## src/rtl/spi_pkg.sv

```systemverilog
// Shared types and defaults for the SPI request scheduler and its request FIFO.
package spi_pkg;

    localparam int DEPTH_DEFAULT   = 32'd4;
    localparam int TIMEOUT_DEFAULT = 32'd64;

    typedef enum logic [1:0] {
        IDLE  = 2'd0,
        ISSUE = 2'd1,
        WAIT  = 2'd2,
        RESP  = 2'd3
    } sched_state_t;

    typedef struct packed {
        logic       wr;
        logic [7:0] addr;
        logic [7:0] data;
    } spi_req_t;

    // Saturating 8-bit increment used by the error counter.
    function automatic logic [7:0] sat_inc8(input logic [7:0] v);
        logic [7:0] r;
        if (v == 8'hFF) begin
            r = v;
        end else begin
            r = v + 8'd1;
        end
        return r;
    endfunction

endpackage

```

## src/rtl/spi_req_sched_if.sv

```systemverilog
// Host request/response handshake plus the SPI-top side bus of the scheduler.
interface spi_req_sched_if;
    logic       req_valid;
    logic       req_ready;
    logic       req_wr;
    logic [7:0] req_addr;
    logic [7:0] req_wdata;
    logic       rsp_valid;
    logic       rsp_ready;
    logic [7:0] rsp_rdata;
    logic       rsp_err;
    logic       rsp_timeout;
    logic       spi_req;
    logic       spi_wr;
    logic [7:0] spi_addr;
    logic [7:0] spi_din;
    logic [7:0] spi_dout;
    logic       spi_done;
    logic       spi_err;
    logic [7:0] err_count;

    // Scheduler side.
    modport slave (
        input  req_valid, req_wr, req_addr, req_wdata, rsp_ready,
               spi_dout, spi_done, spi_err,
        output req_ready, rsp_valid, rsp_rdata, rsp_err, rsp_timeout,
               spi_req, spi_wr, spi_addr, spi_din, err_count
    );

    // Host / SPI-stub side.
    modport master (
        output req_valid, req_wr, req_addr, req_wdata, rsp_ready,
               spi_dout, spi_done, spi_err,
        input  req_ready, rsp_valid, rsp_rdata, rsp_err, rsp_timeout,
               spi_req, spi_wr, spi_addr, spi_din, err_count
    );
endinterface

```

## src/rtl/spi_req_fifo.sv

```systemverilog
// Small synchronous FIFO of scheduler requests; DEPTH must be a power of two.
module spi_req_fifo
    import spi_pkg::*;
#(
    parameter  int DEPTH = DEPTH_DEFAULT,
    localparam int AW    = $clog2(DEPTH),
    localparam int CW    = AW + 1
) (
    input  logic          clk,
    input  logic          rst,
    input  logic          push,
    input  spi_req_t      din,
    input  logic          pop,
    output spi_req_t      dout,
    output logic          full,
    output logic          empty,
    output logic [CW-1:0] count
);

    spi_req_t      mem_q [DEPTH];
    spi_req_t      mem_d [DEPTH];
    logic [AW-1:0] wr_ptr_q, wr_ptr_d;
    logic [AW-1:0] rd_ptr_q, rd_ptr_d;
    logic [CW-1:0] count_q, count_d;
    logic          push_ok_s;
    logic          pop_ok_s;

    assign full      = (count_q == CW'(DEPTH));
    assign empty     = (count_q == {CW{1'b0}});
    assign count     = count_q;
    assign dout      = mem_q[rd_ptr_q];
    assign push_ok_s = push && !full;
    assign pop_ok_s  = pop && !empty;

    // Next storage, pointer and occupancy values; pointers wrap naturally at DEPTH.
    always_comb begin
        mem_d    = mem_q;
        wr_ptr_d = wr_ptr_q;
        rd_ptr_d = rd_ptr_q;
        count_d  = count_q;
        if (push_ok_s) begin
            mem_d[wr_ptr_q] = din;
            wr_ptr_d        = wr_ptr_q + AW'(1'b1);
        end else begin
            wr_ptr_d = wr_ptr_q;
        end
        if (pop_ok_s) begin
            rd_ptr_d = rd_ptr_q + AW'(1'b1);
        end else begin
            rd_ptr_d = rd_ptr_q;
        end
        case ({push_ok_s, pop_ok_s})
            2'b10:   count_d = count_q + CW'(1'b1);
            2'b01:   count_d = count_q - CW'(1'b1);
            default: count_d = count_q;
        endcase
    end

    // FIFO state registers; reset empties the FIFO.
    always_ff @(posedge clk or negedge rst) begin
        if (!rst) begin
            for (int i = 0; i < DEPTH; i++) begin
                mem_q[i] <= '0;
            end
            wr_ptr_q <= {AW{1'b0}};
            rd_ptr_q <= {AW{1'b0}};
            count_q  <= {CW{1'b0}};
        end else begin
            mem_q    <= mem_d;
            wr_ptr_q <= wr_ptr_d;
            rd_ptr_q <= rd_ptr_d;
            count_q  <= count_d;
        end
    end

endmodule

```

## src/rtl/spi_req_sched.sv

```systemverilog
// Issues buffered host requests one at a time to the SPI top, waits for done/err
// or a timeout, and returns each result through a registered response port.
module spi_req_sched
    import spi_pkg::*;
#(
    parameter int DEPTH   = DEPTH_DEFAULT,
    parameter int TIMEOUT = TIMEOUT_DEFAULT
) (
    input logic            clk,
    input logic            rst,
    spi_req_sched_if.slave bus
);

    localparam int CW  = $clog2(TIMEOUT);
    localparam int FCW = $clog2(DEPTH) + 1;
    localparam logic [CW-1:0] WAIT_LAST = CW'(TIMEOUT - 1);

    sched_state_t   state_q, state_d;
    logic [CW-1:0]  wait_cnt_q, wait_cnt_d;
    logic           spi_req_q, spi_req_d;
    logic           spi_wr_q, spi_wr_d;
    logic [7:0]     spi_addr_q, spi_addr_d;
    logic [7:0]     spi_din_q, spi_din_d;
    logic           rsp_valid_q, rsp_valid_d;
    logic [7:0]     rsp_rdata_q, rsp_rdata_d;
    logic           rsp_err_q, rsp_err_d;
    logic           rsp_timeout_q, rsp_timeout_d;
    logic [7:0]     err_count_q, err_count_d;

    spi_req_t       req_in_s;
    spi_req_t       fifo_head_s;
    logic           fifo_full_s;
    logic           fifo_empty_s;
    logic [FCW-1:0] fifo_count_s;
    logic           push_s;
    logic           pop_s;

    assign req_in_s      = '{wr: bus.req_wr, addr: bus.req_addr, data: bus.req_wdata};
    assign push_s        = bus.req_valid && !fifo_full_s;
    // Ready depends on occupancy alone, never on req_valid.
    assign bus.req_ready = (fifo_count_s < FCW'(DEPTH));

    spi_req_fifo #(.DEPTH(DEPTH)) u_fifo (
        .clk   (clk),
        .rst   (rst),
        .push  (push_s),
        .din   (req_in_s),
        .pop   (pop_s),
        .dout  (fifo_head_s),
        .full  (fifo_full_s),
        .empty (fifo_empty_s),
        .count (fifo_count_s)
    );

    // Scheduler FSM: next state, SPI drive, response capture and error counting.
    always_comb begin
        state_d       = state_q;
        wait_cnt_d    = wait_cnt_q;
        spi_req_d     = spi_req_q;
        spi_wr_d      = spi_wr_q;
        spi_addr_d    = spi_addr_q;
        spi_din_d     = spi_din_q;
        rsp_valid_d   = rsp_valid_q;
        rsp_rdata_d   = rsp_rdata_q;
        rsp_err_d     = rsp_err_q;
        rsp_timeout_d = rsp_timeout_q;
        err_count_d   = err_count_q;
        pop_s         = 1'b0;
        case (state_q)
            IDLE: begin
                if (!fifo_empty_s) begin
                    state_d = ISSUE;
                end else begin
                    state_d = IDLE;
                end
            end
            ISSUE: begin
                pop_s      = 1'b1;
                spi_wr_d   = fifo_head_s.wr;
                spi_addr_d = fifo_head_s.addr;
                spi_din_d  = fifo_head_s.data;
                spi_req_d  = 1'b1;
                wait_cnt_d = {CW{1'b0}};
                state_d    = WAIT;
            end
            WAIT: begin
                // A done on the last counted cycle still beats the timeout.
                if (bus.spi_done) begin
                    rsp_valid_d   = 1'b1;
                    rsp_rdata_d   = spi_wr_q ? 8'h00 : bus.spi_dout;
                    rsp_err_d     = bus.spi_err;
                    rsp_timeout_d = 1'b0;
                    spi_req_d     = 1'b0;
                    state_d       = RESP;
                    if (bus.spi_err) begin
                        err_count_d = sat_inc8(err_count_q);
                    end else begin
                        err_count_d = err_count_q;
                    end
                end else if (wait_cnt_q == WAIT_LAST) begin
                    rsp_valid_d   = 1'b1;
                    rsp_rdata_d   = 8'h00;
                    rsp_err_d     = 1'b1;
                    rsp_timeout_d = 1'b1;
                    spi_req_d     = 1'b0;
                    state_d       = RESP;
                    err_count_d   = sat_inc8(err_count_q);
                end else begin
                    wait_cnt_d = wait_cnt_q + CW'(1'b1);
                end
            end
            RESP: begin
                if (bus.rsp_ready) begin
                    rsp_valid_d = 1'b0;
                    state_d     = IDLE;
                end else begin
                    rsp_valid_d = 1'b1;
                end
            end
            default: begin
                state_d = IDLE;
            end
        endcase
    end

    // Scheduler registers; reset abandons any transaction without a response.
    always_ff @(posedge clk or negedge rst) begin
        if (!rst) begin
            state_q       <= IDLE;
            wait_cnt_q    <= {CW{1'b0}};
            spi_req_q     <= 1'b0;
            spi_wr_q      <= 1'b0;
            spi_addr_q    <= 8'h00;
            spi_din_q     <= 8'h00;
            rsp_valid_q   <= 1'b0;
            rsp_rdata_q   <= 8'h00;
            rsp_err_q     <= 1'b0;
            rsp_timeout_q <= 1'b0;
            err_count_q   <= 8'h00;
        end else begin
            state_q       <= state_d;
            wait_cnt_q    <= wait_cnt_d;
            spi_req_q     <= spi_req_d;
            spi_wr_q      <= spi_wr_d;
            spi_addr_q    <= spi_addr_d;
            spi_din_q     <= spi_din_d;
            rsp_valid_q   <= rsp_valid_d;
            rsp_rdata_q   <= rsp_rdata_d;
            rsp_err_q     <= rsp_err_d;
            rsp_timeout_q <= rsp_timeout_d;
            err_count_q   <= err_count_d;
        end
    end

    assign bus.spi_req     = spi_req_q;
    assign bus.spi_wr      = spi_wr_q;
    assign bus.spi_addr    = spi_addr_q;
    assign bus.spi_din     = spi_din_q;
    assign bus.rsp_valid   = rsp_valid_q;
    assign bus.rsp_rdata   = rsp_rdata_q;
    assign bus.rsp_err     = rsp_err_q;
    assign bus.rsp_timeout = rsp_timeout_q;
    assign bus.err_count   = err_count_q;

endmodule

```

## src/flat_wrapper.sv

```systemverilog
// flat-port wrapper written by rule: the top's interface ports become plain ports
module spi_req_sched_flat import spi_pkg::*;
#(
    parameter int DEPTH   = DEPTH_DEFAULT,
    parameter int TIMEOUT = TIMEOUT_DEFAULT
)
  (clk, rst, bus_req_valid, bus_req_wr, bus_req_addr, bus_req_wdata, bus_rsp_ready, bus_spi_dout, bus_spi_done, bus_spi_err, bus_req_ready, bus_rsp_valid, bus_rsp_rdata, bus_rsp_err, bus_rsp_timeout, bus_spi_req, bus_spi_wr, bus_spi_addr, bus_spi_din, bus_err_count);
  spi_req_sched_if bus_i ();
  input logic clk;
  input logic rst;
  input wire logic [$bits(bus_i.req_valid)-1:0] bus_req_valid;
  input wire logic [$bits(bus_i.req_wr)-1:0] bus_req_wr;
  input wire logic [$bits(bus_i.req_addr)-1:0] bus_req_addr;
  input wire logic [$bits(bus_i.req_wdata)-1:0] bus_req_wdata;
  input wire logic [$bits(bus_i.rsp_ready)-1:0] bus_rsp_ready;
  input wire logic [$bits(bus_i.spi_dout)-1:0] bus_spi_dout;
  input wire logic [$bits(bus_i.spi_done)-1:0] bus_spi_done;
  input wire logic [$bits(bus_i.spi_err)-1:0] bus_spi_err;
  output wire logic [$bits(bus_i.req_ready)-1:0] bus_req_ready;
  output wire logic [$bits(bus_i.rsp_valid)-1:0] bus_rsp_valid;
  output wire logic [$bits(bus_i.rsp_rdata)-1:0] bus_rsp_rdata;
  output wire logic [$bits(bus_i.rsp_err)-1:0] bus_rsp_err;
  output wire logic [$bits(bus_i.rsp_timeout)-1:0] bus_rsp_timeout;
  output wire logic [$bits(bus_i.spi_req)-1:0] bus_spi_req;
  output wire logic [$bits(bus_i.spi_wr)-1:0] bus_spi_wr;
  output wire logic [$bits(bus_i.spi_addr)-1:0] bus_spi_addr;
  output wire logic [$bits(bus_i.spi_din)-1:0] bus_spi_din;
  output wire logic [$bits(bus_i.err_count)-1:0] bus_err_count;
  assign bus_i.req_valid = bus_req_valid;
  assign bus_i.req_wr = bus_req_wr;
  assign bus_i.req_addr = bus_req_addr;
  assign bus_i.req_wdata = bus_req_wdata;
  assign bus_i.rsp_ready = bus_rsp_ready;
  assign bus_i.spi_dout = bus_spi_dout;
  assign bus_i.spi_done = bus_spi_done;
  assign bus_i.spi_err = bus_spi_err;
  assign bus_req_ready = bus_i.req_ready;
  assign bus_rsp_valid = bus_i.rsp_valid;
  assign bus_rsp_rdata = bus_i.rsp_rdata;
  assign bus_rsp_err = bus_i.rsp_err;
  assign bus_rsp_timeout = bus_i.rsp_timeout;
  assign bus_spi_req = bus_i.spi_req;
  assign bus_spi_wr = bus_i.spi_wr;
  assign bus_spi_addr = bus_i.spi_addr;
  assign bus_spi_din = bus_i.spi_din;
  assign bus_err_count = bus_i.err_count;
  spi_req_sched #(.DEPTH(DEPTH), .TIMEOUT(TIMEOUT)) u_core (.clk(clk), .rst(rst), .bus(bus_i));
endmodule
```

## config.mk

```make
export PLATFORM = sky130hd
export DESIGN_NAME = spi_req_sched_flat
export DESIGN_NICKNAME = d
export VERILOG_FILES = /design/src/rtl/spi_pkg.sv /design/src/rtl/spi_req_sched_if.sv /design/src/rtl/spi_req_fifo.sv /design/src/rtl/spi_req_sched.sv /design/src/flat_wrapper.sv
export SDC_FILE = /design/constraint.sdc
export NUM_CORES = 1
export LEC_CHECK = 0
export BUFFER_PORTS_ARGS = -buffer_cell sky130_fd_sc_hd__buf_2
export CAP_MARGIN = 20
export CORE_UTILIZATION = 52
export DETAILED_ROUTE_END_ITERATION = 10
export GPL_TIMING_DRIVEN = 0
export HOLD_SLACK_MARGIN = 0.12
export PLACE_DENSITY = 0.76
export SLEW_MARGIN = 20
export SYNTH_ARGS = -nofsm -noshare
export SYNTH_HDL_FRONTEND = slang
export SYNTH_SLANG_ARGS = --single-unit
```

## constraint.sdc

```tcl
create_clock -name clk -period 2 [get_ports clk]
set_input_delay 0.2 -clock clk [delete_from_list [all_inputs] [get_ports clk]]
set_output_delay 0.2 -clock clk [all_outputs]
set_load 0.05 [all_outputs]
```

* Word-level counts from Yosys, hierarchy flattened
Index checks and enable logic that the tools add are counted.
** Operators by class
- $add $sub $neg :: 6
- Magnitude comparators :: 4
- Equal/unequal tests :: 13
- Mux-type cells :: 32
- Bitwise logic cells :: 2
- Reduce and logical (&&, ||, !) cells :: 18
** Operator list (count)
- $bwmux W68 :: 1
- $mux W8 :: 7
- $mux W17 :: 3
- $bmux W17 S2 :: 1
- $demux W17 S2 :: 1
- $mux W6 :: 2
- $pmux W6 S2 :: 1
- $mux W1 :: 9
- $add A8 B1 Y8 const B :: 1
- $eq A8 B8 Y1 const B :: 1
- $pmux W2 S4 :: 1
- $reduce_and A2 Y1 :: 4
- $reduce_bool A2 Y1 :: 4
- $add A6 B1 Y6 const B :: 1
- $eq A2 B2 Y1 const B :: 3
- $eq A6 B6 Y1 const B :: 1
- $ge A3 B3 Y1 const B :: 2
- $mux W2 :: 3
- $ne A2 B2 Y1 const B :: 3
- $not A2 Y3 :: 2
- $pmux W3 S2 :: 1
- $reduce_and A3 Y1 :: 2
- $add A2 B1 Y2 const B :: 2
- $eq A2 B1 Y1 const B :: 2
- other kinds (12) :: 17
** Word-level totals
- Flip-flop bits (word level) :: 120
- Output and inout bits :: 38
- Logic and storage cells :: 101

* Longest topological paths before layout
- Depth after elaboration :: 6
- Depth in mapped cells :: 11

* Modules after synthesis
Synthesis repeated with hierarchy kept, for this count alone.
** Second synthesis, totals
- Cells, all modules :: 354
- Area total of the unflattened synthesis :: 5505.3 sq um
** By module, submodules not included
- spi_req_fifo :: instances 1, cells an instance 201, area an instance 3520.9 sq um
- spi_req_sched :: instances 1, cells an instance 153, area an instance 1984.4 sq um

* Worst setup path before layout
Ideal clock, no wire load.
- Kind :: register -> register
- Start point :: register u_core.state_q[1]
- End point :: register u_core.u_fifo.count_q[2] (netlist: u_core.u_fifo.count[2])
- Setup time :: 0.140 ns
- Arrival :: 2.054 ns
- Setup slack :: -0.195 ns
- Cell stages (with the launch flop) :: 12
- Buffers on the path :: 1
- Period minus slack after synthesis :: 2.195 ns
- Cell sequence :: dfrtp_1 -> inv_1 -> ha_1 -> buf_2 -> inv_1 -> nor2_1 -> ha_1 -> inv_1 -> fa_1 -> xor2_1 -> nor2_1 -> xnor2_1
** On the way
- Longest elaborated chain between the ends :: 5
- Elaborated cells between the ends (all ways) :: 7
- Classes of those cells :: eq/ne: 3; mux: 2; reduce/logical: 2
** Ends and longest elaborated chain
- start: declaration :: RTL line spi_req_sched.sv:18 : sched_state_t state_q, state_d;
- start signal: assignment :: RTL line spi_req_sched.sv:141 : state_q <= state_d;
- $eq A2 B1 Y1 * :: RTL line spi_req_sched.sv:69 : case (state_q)
- $mux W1 * :: RTL line spi_req_sched.sv:69
- $logic_and A1 B1 Y1 * :: RTL line spi_req_fifo.sv:33 : assign pop_ok_s = pop && !empty;
- via u_core.u_fifo.pop_ok_s :: RTL line spi_req_fifo.sv:26 : logic pop_ok_s;
- $eq A2 B1 Y1 or $eq A2 B2 Y1 (tied branches) :: RTL line spi_req_fifo.sv:52 : case ({push_ok_s, pop_ok_s})
- $pmux W3 S2 or $reduce_bool A2 Y1 (tied branches)
- end signal: assignment :: RTL line spi_req_fifo.sv:67 : count_q <= {CW{1'b0}};
- end signal: assignment :: RTL line spi_req_fifo.sv:72 : count_q <= count_d;
- end: declaration :: RTL line spi_req_fifo.sv:24 : logic [CW-1:0] count_q, count_d;
The timed path passes the listed nets; every way through them passes the cells marked *.
A chain may end at the register's enable or synchronous reset.

* Worst setup path in the final report
Ends and elaborated chain as after synthesis.

==> metrics <==
status finished clean; first-pass GRT wire length 18.22 mm; H-tree Lvls 4; DR WL/cell 17.19 µm; crit path DAT 2370 ps; Core Footprint 9910 µm²; routed wire length 10.86 mm; Post-synth EDFFs 0; RR Startpoint u_core.state_q[1]$_DFFE_PN0P_; drt drc 0; CTS tree yes; WP data required 2420 ps; Final HPWL DP 6.931 mm; Least-Margin Pin Slew 532.8 ps; pwr/cell area 1809 nW/µm²; Buffers on Ports 68; commonest non-fill, non-tap cell in the layout dfrtp_1; initial antenna violation count 0; Vias 3381; Die Ht 103.6 µm; Worst-path clk slew 60 ps; Clock Latency Late Sink 500 ps; syn avg cell area 14.96 µm²; die area 10740 µm²; Post-Synthesis Net Count 402; # IOs 69; asr flop ratio synth 100.0%; relative slew slack 64.35%; # nets final 530; most frequent cells in the layout dfrtp_1, mux2_2, buf_2; Die X 103.6 µm; via/cell ratio 5.350; Post-Syn Area 5370 µm²; root buffer cell clkbuf_8; GRT Overall Usage 21.92%; share of layout cells above drive strength 1 50.70%; vias in the first global route 3651; 1st-iter DRT viols 157; area grow syn2layout 28.80%; DR pass1 iterations 4; Max Fclk 513.5 MHz; CTS Buffer Depth 2; Sw Ratio 36.43%; final clock period utilization by the worst path 97.37%; combinational share of power 43.0%; sequential area share after synthesis 55.92%; clk sinks 120; initial cell density of the core 54.19%; maximum fanout along the worst path 3; maxcap violations 0; Reg power frac 33.7%; crit path launch u_core.state_q[1]$_DFFE_PN0P_; Clock power frac 23.3%; antenna fix cells 0; worst vdd ir 0.9698 mV; Pwr Total 12510 µW; fin. max-slew vios 0; flops & latches, synth 120; post-route setup TNS 0 ps; # setup viols final 0; GRT Residual Overflow 0; CTS buffer count 17; largest net degree at the start of global routing 81; Yosys cell types 45; Leak 0.003189 µW; final hold viol count 0; CP endpoint kind flop; Internal 7955 µW; fill count 685; sequential cell area 3004 µm²; Placer Congestion 0.7917; Worst Skew 7.539 ps; setup repair after global routing missed its margin yes; footprint of the multi-input gates 2253 µm²; cells after synthesis 359; Hold Path Class input pin to async pin; Startpoint Class flop; min Tclk post-route 1947 ps; Setup Crit Path Kind flop to flop; Switch Pwr 4558 µW; ys flop type dfrtp_1; ANT nets after route 0; standard-cell rows 36; yosys warns 0
area by class of cell:
| class | count | area share, % |
|---|---|---|
| flip-flops and latches | 120 | 43.43 |
| multi-input cells | 210 | 32.58 |
| repair buffers | 111 | 11.05 |
| clock buffers | 20 | 6.585 |
| well taps | 133 | 2.406 |
| clock inverters | 11 | 1.791 |
| plain buffers | 13 | 1.339 |
| inverters | 14 | 0.8140 |
what timing repair did:
| item | in CTS | in global routing |
|---|---|---|
| gates resized for setup | 11 | 4 |
| endpoints found under the setup margin | 12 | 4 |
| hold buffers | 30 | 0 |
| buffers inserted | 6 | 6 |
| endpoints found under the hold margin | 199 | 0 |
| pin swaps | 3 | 7 |
metrics by stage:
stage / area [µm²] / setup slack (ps) / util (%) / cells / hold slack [ps]
2_1_floorplan: 5373 / -157.2 / - / 359 / -95.59
3_3_place_gp: 5879 / -693.0 / 59.33 / 560 / 417.7
3_5_place_dp: 5913 / -470.9 / 59.67 / 561 / 141.4
4_1_cts: 6877 / 11.03 / 69.39 / 627 / 179.6
5_1_grt: 6917 / -58.46 / 69.80 / 632 / 193.2
6_report: 6917 / 52.63 / 69.80 / 632 / 175.1
synth_stat cells, types with 3 or more instances:
library cell / instances / share of area [%]
a21oi_1: 6 / 0.56
a22o_1: 9 / 1.5
a31oi_1: 3 / 0.35
buf_2: 5 / 0.47
buf_4: 4 / 0.56
buf_6: 3 / 0.63
dfrtp_1: 120 / 56
ha_1: 11 / 2.6
inv_1: 14 / 0.98
mux2_2: 86 / 18
mux4_2: 17 / 7.1
nand2_1: 9 / 0.63
nand2_4: 4 / 0.84
nand3_1: 4 / 0.37
nor2_1: 9 / 0.63
nor3_1: 4 / 0.37
o21ai_0: 5 / 0.47
xnor2_1: 4 / 0.65
xor2_1: 10 / 1.6
power by group through the flow:
stage               registers [µW]  logic (µW)  clock network [µW]
global placement              4150        4940                   0
finish                        4220        5380                2910
global route                  4360        5750                3070
floorplan                     5160        2980                   0
detailed placement            4240        5100                   0
CTS                           4210        5350                2980
critical path: stages, from the launching register on:
cell,delay [ps]
dfrtp_1,390
inv_2,100
ha_4,160
clkinvlp_4,100
nor2_4,150
ha_4,150
inv_2,40
fa_2,360
xor2_1,170
nor2_1,110
xnor2_1,130
registers in the layout, summed over array words and instances (netlist names), 2 cells and up:
register and flops:
u_core.bus.err_count 8, u_core.state_q 2, u_core.u_fifo.rd_ptr_q 2, u_core.u_fifo.wr_ptr_q 2, u_core.bus.spi_addr 8, u_core.bus.spi_din 8, u_core.bus.rsp_rdata 8, u_core.u_fifo.mem_q 68
u_core.u_fifo.count 3, u_core.wait_cnt_q 6
path summary, 6_finish.rpt:
path / endpoint / slack [ps] / depth (start not counted)
hold reg to reg: u_core.bus.err_count[7]$_DFFE_PN0P_ / 500 / 1
setup / recovery: u_core.u_fifo.count[2]$_DFFE_PN0P_ / 50 / 10
setup reg to reg: u_core.u_fifo.count[2]$_DFFE_PN0P_ / 50 / 10
min in group clk: u_core.u_fifo.wr_ptr_q[1]$_DFFE_PN0P_ / 300 / 5
hold / removal: u_core.bus.rsp_rdata[0]$_DFFE_PN0P_ / 180 / 2
max in group asynchronous: u_core.u_fifo.mem_q[35]$_DFFE_PN0P_ / 1100 / 3
metal layers:
| layer | share of wire, % | vias up | wire length (µm) | GRT usage [%] |
|---|---|---|---|---|
| met5 | 0 | - | 0 | 0 |
| met2 | 53 | 69 | 5723 | 37.58 |
| met4 | 1.2 | 0 | 126 | 7.764 |
| li1 | - | 1562 | - | - |
| met3 | 3.0 | 11 | 324 | 4.972 |
| met1 | 43 | 1739 | 4688 | 27.26 |
kinds of logic after synthesis:
kind of cell,share of synthesized area [%]
mux,25.82
xor+xnor,2.283
compound gates,5.033
fa+ha+maj,2.936
flops,55.92
simple gates,5.149
buf+inv,2.865
No activity file was read; power rests on OpenSTA's default activity.
